**src/rtl/io_bus_pkg.sv**
```systemverilog
// Shared definitions for the CPLD I/O command port: command encodings, the
// arbiter FSM state encoding and the timeout response byte.
package io_bus_pkg;

    localparam logic [3:0] CMD_IDLE       = 4'b0000;
    localparam logic [3:0] CMD_READ_REG   = 4'b0001;
    localparam logic [3:0] CMD_RX_BYTE    = 4'b0100;
    localparam logic [3:0] CMD_TX_BYTE    = 4'b0101;
    localparam logic [3:0] CMD_RX_TX_BYTE = 4'b0110;
    localparam logic [3:0] CMD_WRITE_REG  = 4'b1000;

    // Register writes carry the 3-bit target address in the low command bits.
    function automatic logic [3:0] cmd_write_reg(input logic [2:0] addr);
        return CMD_WRITE_REG | {1'b0, addr};
    endfunction

    typedef enum logic [1:0] {
        ST_IDLE  = 2'd0,
        ST_ISSUE = 2'd1,
        ST_WAIT  = 2'd2,
        ST_DONE  = 2'd3
    } state_e;

    localparam logic [7:0] RSP_TIMEOUT = 8'hFF;

endpackage

```
**src/rtl/rr_arbiter.sv**
```systemverilog
// Combinational round-robin picker: first set request at or after i_ptr,
// wrapping past NUM_REQ-1 to 0. The pointer register lives in the caller.
module rr_arbiter #(
    parameter int NUM_REQ = 4
) (
    input  logic [NUM_REQ-1:0]         i_req,
    input  logic [$clog2(NUM_REQ)-1:0] i_ptr,
    output logic [NUM_REQ-1:0]         o_gnt,
    output logic [$clog2(NUM_REQ)-1:0] o_idx,
    output logic                       o_valid
);

    localparam int IDW = $clog2(NUM_REQ);

    int             cand;
    logic [IDW-1:0] cand_idx;

    always_comb begin
        // NOTE: every variable this block writes gets a value before any branch,
        // so no path leaves one unassigned and no latch is inferred.
        o_gnt    = '0;
        o_idx    = '0;
        o_valid  = 1'b0;
        cand     = 0;
        cand_idx = '0;
        for (int i = 0; i < NUM_REQ; i++) begin
            cand = int'(i_ptr) + i;
            if (cand >= NUM_REQ) begin
                cand = cand - NUM_REQ;
            end
            cand_idx = IDW'(cand);
            if (!o_valid && i_req[cand_idx]) begin
                o_valid         = 1'b1;
                o_idx           = cand_idx;
                o_gnt[cand_idx] = 1'b1;
            end
        end
    end

endmodule

```
**src/rtl/io_cmd_arbiter.sv**
```systemverilog
// Round-robin sharing of the toggle-handshake CPLD command port among NUM_REQ
// requesters. Optional WAIT watchdog is compiled in with IO_CMD_ARB_TIMEOUT_EN.
module io_cmd_arbiter
    import io_bus_pkg::*;
#(
    parameter int NUM_REQ        = 4,
    parameter int TIMEOUT_CYCLES = 64
) (
    input  logic                       i_clk,
    input  logic                       i_rst_n,
    input  logic [NUM_REQ-1:0]         i_req,
    input  logic [4*NUM_REQ-1:0]       i_req_cmd,
    input  logic [8*NUM_REQ-1:0]       i_req_data,
    output logic [NUM_REQ-1:0]         o_gnt,
    output logic                       o_rsp_valid,
    output logic [7:0]                 o_rsp_data,
    output logic [$clog2(NUM_REQ)-1:0] o_rsp_id,
    output logic                       o_rsp_err,
    output logic                       o_busy,
    output logic                       o_timeout,
    output logic                       o_io_sync,
    output logic [3:0]                 o_io_cmd,
    output logic [7:0]                 o_io_data,
    input  logic                       i_io_sync,
    input  logic [7:0]                 i_io_data
);

    localparam int IDW = $clog2(NUM_REQ);

    state_e               state_q, state_d;
    logic [IDW-1:0]       ptr_q, ptr_d;
    logic [IDW-1:0]       id_q, id_d;
    logic [NUM_REQ-1:0]   sel_q, sel_d;
    logic [3:0]           io_cmd_q, io_cmd_d;
    logic [7:0]           io_data_q, io_data_d;
    logic                 io_sync_q, io_sync_d;
    logic                 echo_q;
    logic [7:0]           rsp_data_q, rsp_data_d;
    logic                 rsp_valid_q, rsp_valid_d;
    logic [NUM_REQ-1:0]   gnt_q, gnt_d;
    logic [IDW-1:0]       rsp_id_q, rsp_id_d;
    logic                 busy_q, busy_d;
    logic                 finish;

    logic [NUM_REQ-1:0]   arb_gnt;
    logic [IDW-1:0]       arb_idx;
    logic                 arb_valid;

`ifdef IO_CMD_ARB_TIMEOUT_EN
    localparam logic [7:0] WDOG_LAST = 8'(TIMEOUT_CYCLES - 1);

    logic [7:0] wdog_q, wdog_d;
    logic       rsp_err_q, rsp_err_d;
    logic       timeout_q, timeout_d;
`else
    logic       unused_timeout_cfg;
    assign unused_timeout_cfg = ^TIMEOUT_CYCLES;
`endif

    rr_arbiter #(
        .NUM_REQ (NUM_REQ)
    ) u_rr_arbiter (
        .i_req   (i_req),
        .i_ptr   (ptr_q),
        .o_gnt   (arb_gnt),
        .o_idx   (arb_idx),
        .o_valid (arb_valid)
    );

    always_comb begin
        state_d     = state_q;
        ptr_d       = ptr_q;
        id_d        = id_q;
        sel_d       = sel_q;
        io_cmd_d    = io_cmd_q;
        io_data_d   = io_data_q;
        io_sync_d   = io_sync_q;
        rsp_data_d  = rsp_data_q;
        busy_d      = busy_q;
        rsp_valid_d = 1'b0;
        gnt_d       = '0;
        rsp_id_d    = '0;
        finish      = 1'b0;
`ifdef IO_CMD_ARB_TIMEOUT_EN
        wdog_d      = wdog_q;
        rsp_err_d   = 1'b0;
        timeout_d   = 1'b0;
`endif

        case (state_q)
            ST_IDLE: begin
                // Requests are only looked at here; anything raised while busy
                // waits for the next IDLE cycle.
                if (arb_valid) begin
                    id_d      = arb_idx;
                    sel_d     = arb_gnt;
                    io_cmd_d  = i_req_cmd[4*arb_idx +: 4];
                    io_data_d = i_req_data[8*arb_idx +: 8];
                    busy_d    = 1'b1;
                    state_d   = ST_ISSUE;
                end
            end
            ST_ISSUE: begin
                // Command/operand were registered a full cycle before this edge.
                io_sync_d = ~io_sync_q;
                state_d   = ST_WAIT;
`ifdef IO_CMD_ARB_TIMEOUT_EN
                wdog_d    = '0;
`endif
            end
            ST_WAIT: begin
                if (echo_q == io_sync_q) begin
                    rsp_data_d = i_io_data;
                    finish     = 1'b1;
                end
`ifdef IO_CMD_ARB_TIMEOUT_EN
                else if (wdog_q == WDOG_LAST) begin
                    // Sync is left toggled; the next transaction toggles again.
                    rsp_data_d = RSP_TIMEOUT;
                    rsp_err_d  = 1'b1;
                    timeout_d  = 1'b1;
                    finish     = 1'b1;
                end else begin
                    wdog_d = wdog_q + 8'd1;
                end
`endif
            end
            ST_DONE: begin
                ptr_d   = (id_q == IDW'(NUM_REQ - 1)) ? '0 : id_q + 1'b1;
                busy_d  = 1'b0;
                state_d = ST_IDLE;
            end
            default: begin
                state_d = ST_IDLE;
            end
        endcase

        if (finish) begin
            state_d     = ST_DONE;
            rsp_valid_d = 1'b1;
            gnt_d       = sel_q;
            rsp_id_d    = id_q;
        end
    end

    always_ff @(posedge i_clk or negedge i_rst_n) begin
        if (!i_rst_n) begin
            state_q     <= ST_IDLE;
            ptr_q       <= '0;
            id_q        <= '0;
            sel_q       <= '0;
            io_cmd_q    <= '0;
            io_data_q   <= '0;
            io_sync_q   <= 1'b0;
            echo_q      <= 1'b0;
            rsp_data_q  <= '0;
            rsp_valid_q <= 1'b0;
            gnt_q       <= '0;
            rsp_id_q    <= '0;
            busy_q      <= 1'b0;
        end else begin
            // NOTE: non-blocking assignments so every flop samples the values
            // from before this edge, independent of statement order.
            state_q     <= state_d;
            ptr_q       <= ptr_d;
            id_q        <= id_d;
            sel_q       <= sel_d;
            io_cmd_q    <= io_cmd_d;
            io_data_q   <= io_data_d;
            io_sync_q   <= io_sync_d;
            echo_q      <= i_io_sync;
            rsp_data_q  <= rsp_data_d;
            rsp_valid_q <= rsp_valid_d;
            gnt_q       <= gnt_d;
            rsp_id_q    <= rsp_id_d;
            busy_q      <= busy_d;
        end
    end

`ifdef IO_CMD_ARB_TIMEOUT_EN
    always_ff @(posedge i_clk or negedge i_rst_n) begin
        if (!i_rst_n) begin
            wdog_q    <= '0;
            rsp_err_q <= 1'b0;
            timeout_q <= 1'b0;
        end else begin
            wdog_q    <= wdog_d;
            rsp_err_q <= rsp_err_d;
            timeout_q <= timeout_d;
        end
    end

    assign o_rsp_err = rsp_err_q;
    assign o_timeout = timeout_q;
`else
    assign o_rsp_err = 1'b0;
    assign o_timeout = 1'b0;
`endif

    assign o_gnt       = gnt_q;
    assign o_rsp_valid = rsp_valid_q;
    assign o_rsp_data  = rsp_data_q;
    assign o_rsp_id    = rsp_id_q;
    assign o_busy      = busy_q;
    assign o_io_sync   = io_sync_q;
    assign o_io_cmd    = io_cmd_q;
    assign o_io_data   = io_data_q;

endmodule

```
**config.mk**
```make
export PLATFORM = sky130hd
export DESIGN_NAME = io_cmd_arbiter
export DESIGN_NICKNAME = d
export VERILOG_FILES = /design/src/rtl/io_bus_pkg.sv /design/src/rtl/rr_arbiter.sv /design/src/rtl/io_cmd_arbiter.sv
export SDC_FILE = /design/constraint.sdc
export NUM_CORES = 1
export LEC_CHECK = 0
export BUFFER_PORTS_ARGS = -buffer_cell sky130_fd_sc_hd__buf_2
export CAP_MARGIN = 20
export CORE_MARGIN = 2
export CORE_UTILIZATION = 45
export DETAILED_ROUTE_END_ITERATION = 8
export GPL_TIMING_DRIVEN = 0
export PLACE_DENSITY = 0.76
export SLEW_MARGIN = 10
export SYNTH_ARGS = -nofsm -noshare
export SYNTH_HDL_FRONTEND = slang
export SYNTH_SLANG_ARGS = --single-unit
```
**constraint.sdc**
```tcl
create_clock -name i_clk -period 3.2 [get_ports i_clk]
set_clock_uncertainty 0.15 [all_clocks]
set_input_delay 0 -clock i_clk [delete_from_list [all_inputs] [get_ports i_clk]]
set_output_delay 0 -clock i_clk [all_outputs]
set_load 0.01 [all_outputs]
```
* Yosys cells after proc, flatten, opt, wreduce, memory -nomap -nowiden
Index checks and enable logic that the tools add are counted. Widths: inputs -> output; s select.
Word-level totals: bits in registers 40, latch bits 0, RAM bits 0, bits in read-only memories 0, input bits 63, memories kept 0
Operators by class: add/sub/neg operators 8, multipliers 0, div/mod/pow operators 0, magnitude comparators 12, equality and inequality tests 7, shift-type cells 2, multiplexer cells 43, bitwise gates (word level) 4, reduce and logical (&&, ||, !) cells 17
Operators by type and width (count):
- $shiftx 32x6->8 | 1
- $mux 2 | 12
- $mux 4 | 5
- $mux 1 | 16
- $shiftx 16x5->4 | 1
- $lt 2x3->1 const B | 4
- $or 4x4->4 | 3
- $ge 3x3->1 const B | 3
- $bmux 1 s2 | 4
- $demux 1 s2 | 4
- $ge 2x1->1 const B | 4
- $reduce_and 2->1 | 4
- $sub 2x1->2 const B | 4
- $logic_and 1x1->1 | 7
- $add 2x2->3 const B | 2
- $eq 2x2->1 const B | 3
- $pmux 2 s3 | 1
- $reduce_bool 4->1 | 1
- $add 2x1->3 const B | 1
- $ge 2x3->1 const B | 1
- $logic_not 1->1 | 3
- $ne 3x3->1 const B | 1
- $add 2x1->2 const B | 1
- $eq 2x1->1 const B | 1
- 6 further kinds | 6

* Logic depth before layout (Yosys ltp)
word-level depth 17, depth in mapped cells 12

* Cells and area by module
A second synthesis with hierarchy kept.
Unflattened totals: cell total of the unflattened synthesis 196, area, all modules 2250.9 um2
By module, submodules not included:
- io_cmd_arbiter | times used 1, cells an instance 151, area each 1829.3 um2, seq. area each 1001.0 um2
- rr_arbiter | times used 1, cells an instance 45, area each 421.7 um2, seq. area each 0.0 um2

* Worst setup path before layout
OpenSTA, ideal clock, no wires.
kind register -> register, start register ptr_q[0], end register io_cmd_q[0] (netlist: o_io_cmd[0]), library setup time 0.132 ns, arrival time 2.786 ns, slack 0.132 ns, cell stages (with the launch flop) 13, period minus slack after synthesis 3.068 ns, path through dfrtp_1 > inv_1 > buf_2 > buf_1 > ha_1 > buf_6 > mux4_2 > o21ba_4 > nor3_2 > a21o_4 > buf_6 > mux2i_1 > o21bai_1
Between the ends: word-level cells in the longest chain between the ends 15, elaborated cells on any way between the ends 39
RTL lines:
- start: declaration | RTL line io_cmd_arbiter.sv:31 | logic [IDW-1:0] ptr_q, ptr_d;
- start signal: assignment | RTL line io_cmd_arbiter.sv:165 | ptr_q <= ptr_d;
- branches (longest 15 deep; another with $add 2x1->3)
- end signal: assignment | RTL line io_cmd_arbiter.sv:168 | io_cmd_q <= io_cmd_d;
- end: declaration | RTL line io_cmd_arbiter.sv:34 | logic [3:0] io_cmd_q, io_cmd_d;
Parallel ways; which one is timed is not known. The select of a mux whose other input is x is not followed. A chain may end at the register's enable or synchronous reset.

* Final worst setup path
start register ptr_q[0], end register io_data_q[6] (netlist: o_io_data[6])
Between the ends: word-level cells in the longest chain between the ends 15, elaborated cells on any way between the ends 39
RTL lines:
- branches (longest 15 deep; another with $add 2x1->3)
- end signal: assignment | RTL line io_cmd_arbiter.sv:169 | io_data_q <= io_data_d;
- end: declaration | RTL line io_cmd_arbiter.sv:35 | logic [7:0] io_data_q, io_data_d;
Parallel ways; which one is timed is not known. The select of a mux whose other input is x is not followed.

==> results.md <==
* Outcome: completed
* Largest net degree at the start of global routing at 41
* Fin crit period at 3.10 ns
* Clk pin slew, worst setup/hold paths at 0.09 ns
* Top Ports at 94
* Syn Area/Cell at 9.49 um^2
* Sw power at 1.52 mW
* Vias at 2554
* Core area at 5570 um^2
* Sequential power share at 24.4%
* Initial drt markers at 170
* Most frequent cell after synthesis: nand2_1
* CTS buffer count at 5
* Starting Density at 47.0%
* Post-synthesis sequential area ratio at 38.2%
* FF+latch count, synth at 40
* IO Port Bufs at 91
* Final wirelength at 7090 um
* Post-Syn Instances at 276
* Hold crit path type: input pin to register
* Post-Synth XOR/XNOR Area at 1.34%
* Die H at 80.3 um
* CP Max Fanout at 11
* Placer congestion estimate at 0.885
* Main flop type after synthesis: dfrtp_1
* Setup Viol. Count Final at 0
* Fillers at 434
* Fin util at 66.2%
* Compound-cell area share of the yosys netlist at 20.6%
* Internal at 2.00 mW
* Yosys cell types at 40
* Final std cells w/o fill at 487
* Drc violations at 0
* TritonRoute pass-1 iters at 5
* Crit path arrival time at 3.12 ns
* First-pass GRT wire length at 11100 um
* Die Span X at 80.3 um
* Cell Pwr Density at 954 nW/um^2
* Largest family of logic cells by synthesized area: compound AO/OA/AOI/OAI gates
* CTS tree: yes
* Most common library cells after synthesis: nand2_1, dfrtp_1, nor2_1, o21ai_0
* Slowest-stage cell, CP: mux4_2
* Final instance area at 3690 um^2
* Vias per cell at 5.24
* Crit path cell chain: inv_1, buf_2, buf_6, ha_1, buf_6, mux4_2, inv_2, a21o_4, buf_6, nor3b_1, o41ai_2, o21bai_1
* Row count at 27
* Max incr delay on CP at 0.52 ns
* Worst-Margin Slew at 0.933 ns
* Peak Freq at 322 MHz
* Initial antenna violation count at 0
* Worst hold slack at 0.00317 ns
* Dpl cell area at 3170 um^2
* Synthesis warning total at 0
* Switching fraction of total power at 43.2%
* Synthesized area at 2620 um^2
* Crit. End Element: register
* Clock Latency Late Sink at 0.29 ns
* Delay-heaviest family, CP: buffers and inverters
* Clock buffer depth at 2
* Global route total overflow at 0
* Relative slew slack at 37.7%
* Slew Viols, Final at 0
* VDD IR-drop max at 459 uV
* WL/cell at 14.6 um
* Top cells by area, synth: dfrtp_1, nand2_1, o41ai_2
* Critical path class: register to register
* Synth Area in Adders at 2.87%
* Buf+Inv Stages, Crit Path at 6
* Leak pwr at 1.79 nW
* Clock root cell: clkbuf_8
* # nets final at 483
* Number of synthesized flops with an enable pin at 0
* Synthesis-to-layout area growth at 40.9%
* Total die area at 6450 um^2
* Antenna cells at 0
* DP HPWL at 4660 um
* Post-synthesis mux area share at 11.8%
* MaxCap Viol Count at 0
* Top-area cell type share of the netlist area at 38.2%
* Cell mode on critical path: buf_6
* Register area at 1000 um^2
* Combinational fraction of design power at 63.4%
* Async SR Flop Fraction at 100%
* Area taken by multi-input logic gates at 1490 um^2
* Fin crit share at 96.9%
* RSZ-0062 raised after global routing: no
* Startpoint types: register
* Post-synth top area cell: dfrtp_1
* Vias in the first global route at 2524
* Post-synthesis simple-gate area fraction at 19.7%
* Post-route ant nets at 0
* Gr usage total at 22.0%
* Req. time, crit path at 3.22 ns
* Share of layout cells above drive strength 1 at 34.7%
* Final Hold Fails at 0
* Clock Power Share at 12.2%
* Placed Cells at 440
* Sink Count at 40
* Total Power at 3.52 mW
* Htree depth at 2
final cells by class:
cell class | instances | share of cell area, %
Clock buffer | 5 | 1.86
Timing Repair Buffer | 130 | 22.8
Tap cell | 72 | 2.44
Inverter | 4 | 0.407
Clock inverter | 3 | 1.25
Buffer | 20 | 3.66
Multi-Input combinational cell | 213 | 40.4
Sequential cell | 40 | 27.1
stage by stage:
| stage | TNS (ns) | setup WS [ns] |
|---|---|---|
| floorplan | 0 | 0.132 |
| global route | 0 | 0.00871 |
| finish | 0 | 0.0980 |
| CTS | 0 | 0.0975 |
| detailed placement | -3.69 | -0.335 |
| global placement | -3.13 | -0.284 |
final timing paths:
kind                       cells past startpoint  slack (ns)                  from                       end
min in group asynchronous                      2        0.22               i_rst_n  o_io_data[0]$_DFFE_PN0P_
hold reg to reg                                1        0.34  sel_q[0]$_DFFE_PN0P_        o_gnt[0]$_DFF_PN0_
setup reg to reg                              12         0.1  ptr_q[0]$_DFFE_PN0P_  o_io_data[6]$_DFFE_PN0P_
max in group asynchronous                      2        2.07               i_rst_n      ptr_q[0]$_DFFE_PN0P_
setup / recovery                              12         0.1  ptr_q[0]$_DFFE_PN0P_  o_io_data[6]$_DFFE_PN0P_
hold / removal                                 4       0.003        i_req_data[19]  o_io_data[3]$_DFFE_PN0P_
per-layer routing:
| layer | track usage (%) | wire [um] | up-vias | share of wire [%] |
|---|---|---|---|---|
| li1 | - | - | 1243 | - |
| met3 | 4.27 | 366 | 5 | 5.2 |
| met1 | 26.7 | 3030 | 1211 | 43 |
| met5 | 0 | 0 | - | 0 |
| met2 | 39.1 | 3640 | 95 | 51 |
| met4 | 7.12 | 51 | 0 | 0.72 |
flip-flops by register name, indices dropped and copies added, names as in the netlist:
register     cells
o_rsp_id         2
ptr_q            2
o_io_data        8
echo_q           1
o_io_sync        1
o_rsp_data       8
o_gnt            4
o_io_cmd         4
sel_q            4
o_busy           1
id_q             2
state_q          2
o_rsp_valid      1
placed cells by master (no fill, tap or decap), drive strengths merged, types with 3 or more instances in the layout:
cell type | Yosys | layout
mux2i | 13 | 13
nor3b | 13 | 13
dlygate4sd3 | 0 | 38
a21o | 3 | 3
o41ai | 12 | 12
clkbuf | 8 | 13
ha | 6 | 6
dfrtp | 40 | 40
nor2 | 29 | 29
a221oi | 5 | 5
and2 | 6 | 6
o21bai | 12 | 12
mux2 | 10 | 10
buf | 12 | 104
nand3 | 4 | 4
mux4 | 3 | 3
a21oi | 6 | 6
nand2 | 51 | 51
o21ai | 21 | 21
inv | 4 | 5
worst register-to-register path: stages (launching register included):
cell      delay (ns)
dfrtp_2         0.43
inv_1           0.07
buf_2           0.21
buf_6           0.18
ha_1            0.25
buf_6           0.14
mux4_2          0.52
inv_2           0.14
a21o_4          0.19
buf_6           0.15
nor3b_1         0.28
o41ai_2         0.12
o21bai_1        0.16
timing repair:
item                       CTS  global route
setup endpoints to repair   15             9
gates resized for setup      3             3
setup buffers                1             0
hold buffers                38             0
hold endpoints to repair    61             0
power groups by stage:
stage          clock network, mW  logic (mW)  registers [mW]
2_1_floorplan                  0        1.53           0.935
3_3_place_gp                   0        2.07           0.870
3_5_place_dp                   0        2.12           0.879
4_1_cts                    0.439        2.20           0.858
5_1_grt                    0.464        2.44           0.885
6_report                   0.430        2.23           0.859
logic make-up (layout without fill, tap and decap cells):
family / after synthesis / after routing
simple gates: 111 / 111
compound gates: 64 / 64
flops: 40 / 40
mux: 26 / 26
buf+inv: 24 / 162
fa+ha+maj: 6 / 6
xor+xnor: 4 / 4
other cells: 1 / 2
No activity file was read; power rests on OpenSTA's default activity.
